[src/rtl/acc_host_pkg.sv]
// -----------------------------------------------------------------------------
// acc_host_pkg
// Shared definitions for the accelerator host controller:
//   - ACC_DATA_W      : operand / result width (IEEE-754 single, 32 bits)
//   - ACC_ADDR_STRIDE : byte distance between consecutive accelerator words
//   - acc_host_state_e: controller FSM state encoding
//   - word_addr()     : word index -> accelerator byte address
// -----------------------------------------------------------------------------
package acc_host_pkg;

    localparam int          ACC_DATA_W      = 32;
    localparam int unsigned ACC_ADDR_STRIDE = 4;

    typedef enum logic [3:0] {
        ST_IDLE,
        ST_LOAD,
        ST_START,
        ST_ARM,
        ST_WAIT,
        ST_RADDR,
        ST_RWAIT,
        ST_ROUT,
        ST_ERR
    } acc_host_state_e;

    // Accelerator words are packed back to back; upper address bits stay 0
    // because the index is always narrower than 30 bits.
    function automatic logic [31:0] word_addr(input logic [31:0] idx);
        return idx * ACC_ADDR_STRIDE;
    endfunction

endpackage

[src/rtl/acc_host_ctrl_if.sv]
// -----------------------------------------------------------------------------
// acc_host_ctrl_if
// Bundles every non-clock/reset signal of acc_host_ctrl.
//   Job control   : go, busy, done, err
//   Operand stream: in_valid, in_ready, in_data
//   Result stream : out_valid, out_ready, out_data
//   Accelerator   : acc_wen, acc_start, acc_addr, acc_din, acc_dout, acc_bsy
// Modports:
//   master - the host controller (drives the accelerator and the streams' control)
//   slave  - the surrounding fabric plus accelerator
// -----------------------------------------------------------------------------
interface acc_host_ctrl_if;
    import acc_host_pkg::*;

    logic                  go;
    logic                  busy;
    logic                  done;
    logic                  err;

    logic                  in_valid;
    logic                  in_ready;
    logic [ACC_DATA_W-1:0] in_data;

    logic                  out_valid;
    logic                  out_ready;
    logic [ACC_DATA_W-1:0] out_data;

    logic                  acc_wen;
    logic                  acc_start;
    logic [31:0]           acc_addr;
    logic [ACC_DATA_W-1:0] acc_din;
    logic [ACC_DATA_W-1:0] acc_dout;
    logic                  acc_bsy;

    modport master (
        input  go, in_valid, in_data, out_ready, acc_dout, acc_bsy,
        output busy, done, err, in_ready, out_valid, out_data,
               acc_wen, acc_start, acc_addr, acc_din
    );

    modport slave (
        output go, in_valid, in_data, out_ready, acc_dout, acc_bsy,
        input  busy, done, err, in_ready, out_valid, out_data,
               acc_wen, acc_start, acc_addr, acc_din
    );

endinterface

[src/rtl/acc_host_ctrl.sv]
// -----------------------------------------------------------------------------
// acc_host_ctrl
// Host-side initiator for the accelerator register interface. On go it
// accepts N operands and writes them to byte addresses 0,4,..,4(N-1), pulses
// acc_start, polls acc_bsy until the accelerator finishes, then reads N
// results back and emits them on a valid/ready stream, pulsing done when the
// last result is accepted.
//
// Parameters:
//   N           - words per job (1..64)
//   RD_LAT      - cycles from acc_addr change to valid acc_dout (>=1)
//   TIMEOUT_CYC - busy watchdog limit (only with ACC_HOST_TIMEOUT_EN)
// Ports:
//   clk - clock, rising edge
//   rst - asynchronous active-high reset
//   bus - acc_host_ctrl_if.master (job control, operand/result streams,
//         accelerator register port)
// Build option:
//   ACC_HOST_TIMEOUT_EN - when defined, a watchdog runs while waiting for the
//   accelerator; expiry sets the sticky err output and parks the FSM in ERR
//   until the next go. Undefined: no watchdog, err is constant 0.
// All outputs are registered.
// -----------------------------------------------------------------------------
module acc_host_ctrl
    import acc_host_pkg::*;
#(
    parameter int N           = 16,
    parameter int RD_LAT      = 2,
    parameter int TIMEOUT_CYC = 4096
) (
    input  logic            clk,
    input  logic            rst,
    acc_host_ctrl_if.master bus
);

    localparam int IDX_W = (N > 1) ? $clog2(N) : 1;
    localparam int LAT_W = (RD_LAT > 1) ? $clog2(RD_LAT) : 1;
    localparam logic [IDX_W-1:0] IDX_LAST = IDX_W'(N - 1);
    localparam logic [LAT_W-1:0] LAT_LOAD = LAT_W'(RD_LAT - 1);

    acc_host_state_e       state_q;
    logic [IDX_W-1:0]      idx_q;
    logic [LAT_W-1:0]      lat_q;
    logic                  in_ready_q;
    logic                  out_valid_q;
    logic [ACC_DATA_W-1:0] out_data_q;
    logic                  busy_q;
    logic                  done_q;
    logic                  err_q;
    logic                  acc_wen_q;
    logic                  acc_start_q;
    logic [31:0]           acc_addr_q;
    logic [ACC_DATA_W-1:0] acc_din_q;

`ifdef ACC_HOST_TIMEOUT_EN
    localparam int TO_W = $clog2(TIMEOUT_CYC + 1);
    localparam logic [TO_W-1:0] TO_LAST = TO_W'(TIMEOUT_CYC - 1);
    logic [TO_W-1:0] to_q;
`else
    // The watchdog limit has no effect in this build.
    logic unused_timeout_cfg;
    assign unused_timeout_cfg = ^TIMEOUT_CYC;
`endif

    logic in_hs;
    assign in_hs = bus.in_valid & in_ready_q;

    always_ff @(posedge clk or posedge rst) begin
        if (rst) begin
            state_q     <= ST_IDLE;
            idx_q       <= '0;
            lat_q       <= '0;
            in_ready_q  <= 1'b0;
            out_valid_q <= 1'b0;
            out_data_q  <= '0;
            busy_q      <= 1'b0;
            done_q      <= 1'b0;
            err_q       <= 1'b0;
            acc_wen_q   <= 1'b0;
            acc_start_q <= 1'b0;
            acc_addr_q  <= '0;
            acc_din_q   <= '0;
`ifdef ACC_HOST_TIMEOUT_EN
            to_q        <= '0;
`endif
        end else begin
            // Single-cycle strobes default low; states re-assert them.
            acc_wen_q   <= 1'b0;
            acc_start_q <= 1'b0;
            done_q      <= 1'b0;

            case (state_q)
                ST_IDLE: begin
                    if (bus.go) begin
                        state_q    <= ST_LOAD;
                        idx_q      <= '0;
                        err_q      <= 1'b0;
                        in_ready_q <= 1'b1;
                        busy_q     <= 1'b1;
                    end
                end

                ST_LOAD: begin
                    if (in_hs) begin
                        acc_wen_q  <= 1'b1;
                        acc_addr_q <= word_addr(32'(idx_q));
                        acc_din_q  <= bus.in_data;
                        if (idx_q == IDX_LAST) begin
                            in_ready_q <= 1'b0;
                            state_q    <= ST_START;
                        end else begin
                            idx_q <= idx_q + IDX_W'(1);
                        end
                    end
                end

                ST_START: begin
                    acc_start_q <= 1'b1;
                    state_q     <= ST_ARM;
`ifdef ACC_HOST_TIMEOUT_EN
                    to_q        <= '0;
`endif
                end

                // acc_start is on the port during this state; the
                // accelerator's bsy cannot be trusted until the next cycle.
                ST_ARM: begin
                    state_q <= ST_WAIT;
`ifdef ACC_HOST_TIMEOUT_EN
                    to_q    <= to_q + TO_W'(1);
`endif
                end

                ST_WAIT: begin
                    if (!bus.acc_bsy) begin
                        state_q <= ST_RADDR;
                        idx_q   <= '0;
                    end
`ifdef ACC_HOST_TIMEOUT_EN
                    else if (to_q >= TO_LAST) begin
                        err_q   <= 1'b1;
                        state_q <= ST_ERR;
                    end else begin
                        to_q <= to_q + TO_W'(1);
                    end
`endif
                end

                ST_RADDR: begin
                    acc_addr_q <= word_addr(32'(idx_q));
                    lat_q      <= LAT_LOAD;
                    state_q    <= ST_RWAIT;
                end

                // The address became visible when this state was entered;
                // the counter reaches 0 on the cycle acc_dout is valid.
                ST_RWAIT: begin
                    if (lat_q == '0) begin
                        out_data_q  <= bus.acc_dout;
                        out_valid_q <= 1'b1;
                        state_q     <= ST_ROUT;
                    end else begin
                        lat_q <= lat_q - LAT_W'(1);
                    end
                end

                // out_valid_q is 1 throughout this state, so out_ready alone
                // marks the handshake; data and address are held meanwhile.
                ST_ROUT: begin
                    if (bus.out_ready) begin
                        out_valid_q <= 1'b0;
                        if (idx_q == IDX_LAST) begin
                            done_q  <= 1'b1;
                            busy_q  <= 1'b0;
                            state_q <= ST_IDLE;
                        end else begin
                            idx_q   <= idx_q + IDX_W'(1);
                            state_q <= ST_RADDR;
                        end
                    end
                end

                // Only reachable through the watchdog; busy stays high.
                ST_ERR: begin
                    if (bus.go) begin
                        state_q    <= ST_LOAD;
                        idx_q      <= '0;
                        err_q      <= 1'b0;
                        in_ready_q <= 1'b1;
                    end
                end

                default: begin
                    state_q     <= ST_IDLE;
                    in_ready_q  <= 1'b0;
                    out_valid_q <= 1'b0;
                    busy_q      <= 1'b0;
                end
            endcase
        end
    end

    assign bus.in_ready  = in_ready_q;
    assign bus.out_valid = out_valid_q;
    assign bus.out_data  = out_data_q;
    assign bus.busy      = busy_q;
    assign bus.done      = done_q;
    assign bus.err       = err_q;
    assign bus.acc_wen   = acc_wen_q;
    assign bus.acc_start = acc_start_q;
    assign bus.acc_addr  = acc_addr_q;
    assign bus.acc_din   = acc_din_q;

endmodule

[src/flat_wrapper.sv]
// flat-port wrapper written by rule: the top's interface ports become plain ports
module acc_host_ctrl_flat import acc_host_pkg::*;
#(
    parameter int N           = 16,
    parameter int RD_LAT      = 2,
    parameter int TIMEOUT_CYC = 4096
)
  (clk, rst, bus_go, bus_in_valid, bus_in_data, bus_out_ready, bus_acc_dout, bus_acc_bsy, bus_busy, bus_done, bus_err, bus_in_ready, bus_out_valid, bus_out_data, bus_acc_wen, bus_acc_start, bus_acc_addr, bus_acc_din);
  acc_host_ctrl_if bus_i ();
  input  logic clk;
  input  logic rst;
  input wire logic [$bits(bus_i.go)-1:0] bus_go;
  input wire logic [$bits(bus_i.in_valid)-1:0] bus_in_valid;
  input wire logic [$bits(bus_i.in_data)-1:0] bus_in_data;
  input wire logic [$bits(bus_i.out_ready)-1:0] bus_out_ready;
  input wire logic [$bits(bus_i.acc_dout)-1:0] bus_acc_dout;
  input wire logic [$bits(bus_i.acc_bsy)-1:0] bus_acc_bsy;
  output wire logic [$bits(bus_i.busy)-1:0] bus_busy;
  output wire logic [$bits(bus_i.done)-1:0] bus_done;
  output wire logic [$bits(bus_i.err)-1:0] bus_err;
  output wire logic [$bits(bus_i.in_ready)-1:0] bus_in_ready;
  output wire logic [$bits(bus_i.out_valid)-1:0] bus_out_valid;
  output wire logic [$bits(bus_i.out_data)-1:0] bus_out_data;
  output wire logic [$bits(bus_i.acc_wen)-1:0] bus_acc_wen;
  output wire logic [$bits(bus_i.acc_start)-1:0] bus_acc_start;
  output wire logic [$bits(bus_i.acc_addr)-1:0] bus_acc_addr;
  output wire logic [$bits(bus_i.acc_din)-1:0] bus_acc_din;
  assign bus_i.go = bus_go;
  assign bus_i.in_valid = bus_in_valid;
  assign bus_i.in_data = bus_in_data;
  assign bus_i.out_ready = bus_out_ready;
  assign bus_i.acc_dout = bus_acc_dout;
  assign bus_i.acc_bsy = bus_acc_bsy;
  assign bus_busy = bus_i.busy;
  assign bus_done = bus_i.done;
  assign bus_err = bus_i.err;
  assign bus_in_ready = bus_i.in_ready;
  assign bus_out_valid = bus_i.out_valid;
  assign bus_out_data = bus_i.out_data;
  assign bus_acc_wen = bus_i.acc_wen;
  assign bus_acc_start = bus_i.acc_start;
  assign bus_acc_addr = bus_i.acc_addr;
  assign bus_acc_din = bus_i.acc_din;
  acc_host_ctrl #(.N(N), .RD_LAT(RD_LAT), .TIMEOUT_CYC(TIMEOUT_CYC)) u_core (.clk(clk), .rst(rst), .bus(bus_i));
endmodule
[config.mk]
export PLATFORM = sky130hd
export DESIGN_NAME = acc_host_ctrl_flat
export DESIGN_NICKNAME = d
export VERILOG_FILES = /design/src/rtl/acc_host_pkg.sv /design/src/rtl/acc_host_ctrl_if.sv /design/src/rtl/acc_host_ctrl.sv /design/src/flat_wrapper.sv
export SDC_FILE = /design/constraint.sdc
export NUM_CORES = 1
export LEC_CHECK = 0
export CAP_MARGIN = 10
export CORE_ASPECT_RATIO = 2
export CORE_MARGIN = 4
export CORE_UTILIZATION = 41
export DETAILED_ROUTE_END_ITERATION = 10
export PLACE_DENSITY = 0.81
export SYNTH_ARGS = -nofsm -noshare
export SYNTH_HDL_FRONTEND = slang
export SYNTH_SLANG_ARGS = --single-unit
[constraint.sdc]
create_clock -name clk -period 3.15 [get_ports clk]
set_input_delay 0.315 -clock clk [delete_from_list [all_inputs] [get_ports clk]]
set_output_delay 0.315 -clock clk [all_outputs]
set_load 0.02 [all_outputs]
# == Word level (Yosys, flattened, before mapping) ==
# Index checks and enable logic that the tools add are counted.
# W data, S select, Z words.
# op_classes
bitwise_logic,5
muxes,33
div_mod_pow,0
add_sub_neg,2
n_reduce_logical,16
n_lt_le_gt_ge,0
eq_ne,17
mul,0
shift,0
# ops
cell,count
$pmux W32 S2,1
$mux W4,11
$mux W32,1
$pmux W4 S8,1
$eq A4 B3 Y1 const B,4
$pmux W4 S4,1
$reduce_or A7 Y1,2
$mux W1,13
$pmux W1 S3,3
$eq A4 B2 Y1 const B,2
$eq A4 B4 Y1 const B,2
$ne A2 B1 Y1 const B,4
$ne A2 B2 Y1 const B,4
$reduce_and A4 Y1,2
$reduce_and A2 Y1,3
$reduce_and A6 Y1,1
$reduce_or A6 Y1,1
$reduce_and A5 Y1,1
$add A4 B1 Y4 const B,1
$eq A4 B1 Y1 const B,1
$logic_not A4 Y1,1
$not A1 Y1,4
$reduce_bool A2 Y1,2
$reduce_bool A4 Y1,1
other kinds (6),6
# totals
ff_bits,111
in_bits,70
latchBits,0
mem_bits_rw,0
output_inout_bits,103
rom_bits,0
elab_cells,85
mem_count,0

# == Logic depth before layout (Yosys ltp) ==
# Gate-level depths: netlist of run 1.
# logic_depth
depth_word,4
ltp_mapped,5
mapped_depth_nobuf,5

# == Worst setup path before layout of run 1 ==
# Ideal clock, no wire load.
# synth_path
path_type,reg2reg
startpoint,"register u_core.in_ready_q, in the netlist u_core.bus.in_ready"
endpoint,"register u_core.acc_din_q[16], in the netlist u_core.bus.acc_din[16]"
arrival_ns,1.426
slack_ns,1.600
t_required_ns,3.025
stages_incl_launch_ff,5
setup_time_ns,0.125
period_less_slack_ns,1.550
path_buffers,1
path_cell_list,dfrtp_1 nand3_1 nor3_4 buf_6 mux2_2
# synth_via
elab_chain_cells,2
# synth_lines
element,line,rtl
from (decl),acc_host_ctrl.sv:44,logic in_ready_q;
from (signal assigned),acc_host_ctrl.sv:73,in_ready_q <= 1'b0;
from (signal assigned),acc_host_ctrl.sv:98,in_ready_q <= 1'b1;
from (signal assigned),acc_host_ctrl.sv:109,in_ready_q <= 1'b0;
$and A1 B1 Y1,acc_host_ctrl.sv:66,assign in_hs = bus.in_valid & in_ready_q;
$reduce_and A2 Y1 (no source line),-,
to (signal assigned),acc_host_ctrl.sv:107,acc_din_q <= bus.in_data;
to (decl),acc_host_ctrl.sv:53,logic [ACC_DATA_W-1:0] acc_din_q;
# No other way between the ends.
# A chain may end at the register's enable or synchronous reset.

# == Worst setup path after layout of run 1 ==
# layout_path
startpoint,register u_core.state_q[0]
endpoint,"register u_core.acc_din_q[3], in the netlist u_core.bus.acc_din[3]"
# layout_via
elab_chain_cells,2
# layout_lines
element,line,rtl
from (decl),acc_host_ctrl.sv:41,acc_host_state_e state_q;
from (signal assigned),acc_host_ctrl.sv:70,state_q <= ST_IDLE;
from (signal assigned),acc_host_ctrl.sv:95,state_q <= ST_LOAD;
from (signal assigned),acc_host_ctrl.sv:110,state_q <= ST_START;
$eq A4 B1 Y1,acc_host_ctrl.sv:92,case (state_q)
$reduce_and A2 Y1 (no source line),-,
# No other way between the ends.

==> impl_metrics.csv, run 1 <==
group,metric,value,unit
grt,grt_use_total,17.4,%
clocking,insertion_delay,0.33,ns
clocking,cts_inserted_buffers,9,
synthesis,yosysUniqueCellTypes,34,
clocking,htreeDepth,3,
synthesis,netlist.area_leader.share,57.7,%
grt,grt_max_degree,47,
grt,grt-ovfl-total,0,
die,dieWidth,73.9,um
timing,setup_ws,1.17,ns
final_layout,n_fill_cell,679,
power_and_ir_drop,powerDensity,799,mW/mm2
grt,grt_pass1_wl,13300,um
power_and_ir_drop,ir_drop,0.000493,V
timing,fin_crit_sh,62.7,%
synthesis,syn-cell-area,0.00356,mm2
routing,drt_iter0_drc,75,
final_layout,multi_input_area,0.00127,mm2
final_layout,stdcell_count,502,
critical_path,r2r_slack,1.17,ns
clocking,ctsResizeCount,0,
place,dpl_worst_slack,1.08,ns
min_path,hold_path_class,"input port to async pin",
timing,period_needed,1.98,ns
critical_path,cp.arrival,2.18,ns
clocking,clock_sinks,82,
routing,drtPass1Iterations,4,
synthesis,synth_top_cells_by_count,"dfrtp_1 (82), mux2_2 (67), buf_4 (29)",
routing,ant_nets,0,
synthesis,ys_warn_count,0,
die,core,0.00835,mm2
power_and_ir_drop,p_leak,2.32,nW
critical_path,startpoint_type,"flop",
run_status,status,"complete, no violations",
grt,use_met1,16.2,%
timing,max_slew.worst_pin.slew,0.822,ns
critical_path,criticalPathCategory,"flop to flop",
timing,finalHoldViolations,0,
timing,fmax,506,MHz
critical_path,crit_required,3.36,ns
synthesis,synth_edf_count,0,
grt,grt_pass1_vias,2627,
grt,grt-busiest-layer,"met2",
synthesis,syn_inst,253,
die,die-area,0.0103,mm2
routing,vias_per_cell,4.87,
clocking,clk_pin_slew,0.06,ns
grt,met2_usage,32.2,%
synthesis,synth.most_common_cell,"dfrtp_1",
routing,num_vias,2443,
timing,fin_skew,0.00714,ns
grt,globalRouteMet3Util,4.19,%
synthesis,synth_top_area_cell,"dfrtp_1",
timing,slew-limit-headroom,45.1,%
final_layout,regArea,0.00205,mm2
power_and_ir_drop,total_power,0.00418,W
timing,finalSetupTns,0,ns
final_layout,diodes,0,
routing,wirelength,8630,um
grt,antenna_found_initial,0,
clocking,postCtsHoldBufs,0,
critical_path,crit_path_end_kind,"flop",
clocking,clk_path_buf_depth,2,
place,dp.cells,486,
die,ioPinCount,173,
final_layout,area_growth,47.0,%
final_layout,design_area,0.00523,mm2
critical_path,critical_path.max_fanout,33,
synthesis,ys_seq_area_share,57.7,%
timing,drv_slew,0,
place,io_buffers,143,
synthesis,async_flop_share,100,%
clocking,postCtsSetupBuffers,0,
job,max-cap-violations,0,
die,die_h,140,um
place,gp_congestion,0.759,
synthesis,synth-main-ff-cell,"dfrtp_1",
place,place_area,0.00493,mm2
clocking,cts_tree,"built",
synthesis,yosys-top-cells-area,"dfrtp_1 (58%), mux2_2 (21%), buf_4 (6.1%)",
final_layout,nets,470,
die,num_rows,47,
routing,drc,0,
clocking,cts_root_buf,"clkbuf_16",
timing,setup_viol,0,
die,start_util,42.6,%
timing,rsz0062_at_grt,"false",
place,hpwl,6760,um
final_layout,drive_above_1_share,23.3,%
synthesis,ys_ff_latch,82,
synthesis,postSynthAreaPerCell,14.1,um2
routing,wl_per_cell,17.2,um
cells in the final DEF, fill, tap and decap left out:
cell / instances
mux2i_1: 1
clkbuf_16: 9
and3_2: 1
mux2_4: 1
a21oi_1: 7
ha_1: 1
o22ai_1: 1
o22a_2: 1
nor3_4: 1
clkbuf_1: 3
nand2b_1: 2
o41ai_1: 1
nor3b_4: 1
o21ai_0: 11
dfrtp_1: 82
mux2_1: 2
nand2b_4: 1
nor2b_1: 1
clkdlybuf4s50_1: 143
nand2_1: 7
nor3b_1: 1
buf_12: 1
inv_1: 2
mux2_2: 67
nand3_1: 3
clkinv_2: 2
buf_4: 2
conb_1: 29
clkbuf_8: 2
bufinv_16: 1
nand3b_1: 2
and3_4: 1
and2_1: 1
nand2b_2: 1
a22o_1: 2
nor2_1: 7
a211o_2: 1
a21o_2: 1
o211ai_1: 1
flip-flops by register name (all words and copies together), names as in the netlist:
signal	count
u_core.bus.acc_start	1
u_core.idx_q	4
u_core.state_q	3
u_core.bus.acc_din	32
u_core.bus.done	1
u_core.bus.out_valid	1
u_core.bus.in_ready	1
u_core.bus.acc_addr	4
u_core.bus.acc_wen	1
u_core.lat_q	1
u_core.bus.busy	1
u_core.bus.out_data	32
power breakdown:
part	total (W)	leakage (nW)	switching, W	internal, W
Clock	0.00104	0.147	0.000383	0.000657
Sequential	0.00156	1.05	0.000217	0.00135
Combinational	0.00157	1.13	0.000721	0.000853
layout make-up:
class | instances | area share, %
sequential | 82 | 39.3
timing repair buffer | 146 | 28.1
multi-input combinational | 157 | 24.4
clock buffer | 14 | 5.05
tap | 98 | 2.35
clock inverter | 2 | 0.670
inverter | 3 | 0.239
per-stage QoR:
step / util [%] / hold slack (ns)
4_1_cts: 62.6 / 0.468
3_5_place_dp: 59.0 / 0.474
6_report: 62.6 / 0.448
3_3_place_gp: 59.0 / 0.466
2_1_floorplan: - / 0.450
5_1_grt: 62.6 / 0.513
kinds of logic after synthesis:
family | after synthesis | synth area share (%)
other | 1 | 0.105
buffers and inverters | 42 | 9.43
and+or+nand+nor | 30 | 5.38
adders and majority gates | 1 | 0.352
DFF | 82 | 57.7
muxes | 71 | 22.6
AOI/OAI and AO/OA | 26 | 4.47
worst max-delay path, cell delays in order (launching register included):
cell	delay [ns]
dfrtp_1	0.65
nand3_1	0.24
nor3_4	0.16
buf_4	0.41
mux2_2	0.39
routing by layer:
metal  routed length [um]  part of all wire [%]  vias to the layer above
met4                  318                   3.7                        0
met5                    0                     0                        -
met3                  518                   6.0                       20
met2                 5100                    59                      106
li1                     -                     -                     1114
met1                 2690                    31                     1203
final timing paths:
check	startpoint	to	cells past startpoint
setup / recovery	u_core.state_q[0]$_DFFE_PP0P_	u_core.bus.acc_din[3]$_DFFE_PP0P_	4
hold / removal	rst	u_core.bus.acc_din[18]$_DFFE_PP0P_	2
setup reg to reg	u_core.state_q[0]$_DFFE_PP0P_	u_core.bus.acc_din[3]$_DFFE_PP0P_	4
hold reg to reg	u_core.bus.acc_din[22]$_DFFE_PP0P_	u_core.bus.acc_din[22]$_DFFE_PP0P_	1
max in group asynchronous	rst	u_core.bus.acc_start$_DFF_PP0_	3
min in group clk	u_core.bus.acc_din[22]$_DFFE_PP0P_	u_core.bus.acc_din[22]$_DFFE_PP0P_	1
Power figures use the tool's default switching activity.
==> run 2, diff against run 1 <==
--- a/config.mk
+++ b/config.mk
@@ -8,9 +8,9 @@
 export CAP_MARGIN = 10
 export CORE_ASPECT_RATIO = 2
 export CORE_MARGIN = 4
-export CORE_UTILIZATION = 41
+export CORE_UTILIZATION = 37
 export DETAILED_ROUTE_END_ITERATION = 10
-export PLACE_DENSITY = 0.81
+export PLACE_DENSITY = 0.77
 export SYNTH_ARGS = -nofsm -noshare
 export SYNTH_HDL_FRONTEND = slang
 export SYNTH_SLANG_ARGS = --single-unit
==> constraint.sdc (replaced) <==
create_clock -name clk -period 1.62 [get_ports clk]
set_input_delay 0.162 -clock clk [delete_from_list [all_inputs] [get_ports clk]]
set_output_delay 0.162 -clock clk [all_outputs]
set_load 0.02 [all_outputs]
==> run 2 against run 1 <==
- final cell count increased by 5.8%
- final area increased by 5.4%
- largest cell class unchanged
- sequential cell count unchanged
- critical path type unchanged
- largest power group unchanged
==> impl_metrics.csv, run 2 (synthesis gave the netlist of run 1 again) <==
group,metric,value,unit
timing,setup_viol,0,
timing,drv_slew,0,
critical_path,critPathSlowestCell,"dfrtp_1",
power_and_ir_drop,switching_share,32.1,%
clocking,cts_root_buf,"clkbuf_16",
place,place_area,0.00509,mm2
place,io_buffers,143,
place,hpwl,6480,um
die,num_rows,50,
power_and_ir_drop,clkPwrFrac,24.2,%
grt,grt_pass1_wl,13900,um
clocking,insertion_delay,0.33,ns
clocking,cts_tree,"built",
critical_path,crit_chain,"buf_12, nand3_2, nor3_4, buf_12, buf_12, mux2_2",
final_layout,diodes,0,
clocking,cts_inserted_buffers,9,
critical_path,crit_path_end_kind,"flop",
die,die-area,0.0113,mm2
timing,fin_skew,0.00921,ns
routing,drt_iter0_drc,100,
critical_path,criticalPathCategory,"flop to flop",
place,gp_congestion,0.772,
critical_path,cp.arrival,1.83,ns
die,core,0.00938,mm2
final_layout,drive_above_1_share,29.5,%
power_and_ir_drop,internal-power,0.00575,W
routing,drc,0,
grt,grt_max_degree,83,
routing,vias_per_cell,4.75,
power_and_ir_drop,powerDensity,1540,mW/mm2
final_layout,final_common_cell,"clkdlybuf4s50_1",
routing,ant_nets,0,
grt,grt-ovfl-total,0,
power_and_ir_drop,p_leak,2.44,nW
timing,finalHoldViolations,0,
power_and_ir_drop,pwr-share-comb,40.8,%
clocking,clock_sinks,82,
grt,antenna_found_initial,0,
clocking,postCtsHoldBufs,0,
die,ioPinCount,173,
power_and_ir_drop,switchingPower,0.00271,W
timing,period_needed,1.62,ns
critical_path,slowest_delay,0.39,ns
min_path,hold_path_class,"input port to async pin",
routing,wl_per_cell,16.9,um
critical_path,r2r_slack,0.003,ns
critical_path,crit_required,1.83,ns
die,start_util,37.9,%
critical_path,critical_path.max_fanout,12,
grt,grt_use_total,15.5,%
final_layout,design_area,0.00551,mm2
routing,num_vias,2523,
grt,grt_pass1_vias,2688,
power_and_ir_drop,seq_power_share,35.0,%
timing,fin_crit_sh,99.8,%
power_and_ir_drop,ir_drop,0.00104,V
final_layout,final_cell_mix,"clkdlybuf4s50_1 (143), dfrtp_1 (80), mux2_2 (67)",
power_and_ir_drop,total_power,0.00846,W
clocking,htreeDepth,3,
timing,fmax,618,MHz
die,dieWidth,77.3,um
final_layout,nets,493,
die,die_h,147,um
timing,rsz0062_at_grt,"true",
final_layout,area_growth,54.9,%
job,max-cap-violations,0,
critical_path,reg2reg_depth,6,
critical_path,rr_endpoint,"u_core.bus.acc_din[24]$_DFFE_PP0P_",
timing,finalSetupTns,0,ns
critical_path,rr_startpoint,"u_core.state_q[0]$_DFFE_PP0P_",
routing,wirelength,8970,um
critical_path,path_common_cell,"buf_12",
routing,drtPass1Iterations,4,
critical_path,path_buf_inv,3,
run_status,status,"complete, no violations",
critical_path,cp_top_family,"buffers and inverters",
critical_path,startpoint_type,"flop",
clocking,clk_path_buf_depth,2,
clocking,clk_pin_slew,0.07,ns
-- run 2: cell type report --
class | count | area (um2)
Sequential cell | 82 | 2050
Tap cell | 104 | 130
Clock inverter | 6 | 66.3
Multi-Input combinational cell | 157 | 1290
Inverter | 3 | 15.0
Fill cell | 774 | 3880
Timing Repair Buffer | 169 | 1720
Clock buffer | 10 | 239
-- run 2: power groups by stage --
stage	clock network, W	registers (W)	logic, W
after floorplan	0	0.00355	0.00133
after global placement	0	0.00297	0.00328
after detailed placement	0	0.00301	0.00335
after CTS	0.00211	0.00297	0.00337
after global routing	0.00219	0.00306	0.00366
final	0.00205	0.00296	0.00345
-- run 2: metal layers --
metal | global-route usage, % | share of wire, % | up-vias
met1 | 15.9 | 34 | 1240
li1 | - | - | 1161
met3 | 3.09 | 5.4 | 13
met5 | 0 | 0 | -
met4 | 6.24 | 2.5 | 0
met2 | 29.9 | 58 | 109
-- run 2: how the worst max path moves through the flow --
| stage | start | end | cells past startpoint | slack, ns |
|---|---|---|---|---|
| CTS | u_core.state_q[1]$_DFFE_PP0P_ | u_core.state_q[0]$_DFFE_PP0P_ | 5 | -0.02 |
| floorplan | u_core.bus.in_ready$_DFFE_PP0P_ | u_core.bus.acc_din[16]$_DFFE_PP0P_ | 4 | 0.07 |
| global placement | bus_in_valid | u_core.state_q[0]$_DFFE_PP0P_ | 5 | -0.1 |
| global route | u_core.state_q[0]$_DFFE_PP0P_ | u_core.bus.acc_din[24]$_DFFE_PP0P_ | 6 | -0.04 |
| finish | u_core.state_q[0]$_DFFE_PP0P_ | u_core.bus.acc_din[24]$_DFFE_PP0P_ | 6 | 0.003 |
| detailed placement | bus_in_valid | u_core.state_q[0]$_DFFE_PP0P_ | 5 | -0.16 |
-- run 2: metrics by stage --
| step | setup WS, ns | instances | hold slack (ns) | utilization [%] |
|---|---|---|---|---|
| 2_1_floorplan | 0.0696 | 281 | 0.297 | - |
| 3_3_place_gp | -0.0973 | 507 | 0.471 | 54.2 |
| 3_5_place_dp | -0.155 | 507 | 0.476 | 54.2 |
| 4_1_cts | -0.0160 | 523 | 0.341 | 57.5 |
| 5_1_grt | -0.0369 | 531 | 0.382 | 58.7 |
| 6_report | 0.00316 | 531 | 0.295 | 58.7 |
-- run 2: what timing repair did --
action / in CTS / in global routing
gates resized for setup: 1 / 8
endpoints found under the hold margin: 0 / 0
cloned: 0 / 1
pin swaps: 1 / 1
buffers inserted: 0 / 7
endpoints found under the setup margin: 3 / 38
-- run 2: worst min-delay path, cell delays in order --
cell	delay, ns
clkdlybuf4s50_1	0.45
clkinvlp_4	0.10
buf_12	0.33
==> run 3, diff against run 2 <==
==> constraint.sdc (replaced) <==
create_clock -name clk -period 1.62 [get_ports clk]
set_input_delay 0.162 -clock clk [delete_from_list [all_inputs] [get_ports clk]]
set_output_delay 0.162 -clock clk [all_outputs]
set_load 0.01 [all_outputs]
==> results of run 3 <==
Same layout as run 2 (identical final DEF). Status: complete, no violations.
Among the figures that moved: total power 0.00846 W -> 0.00806 W; worst IR drop on VDD 0.00104 V -> 0.000986 V
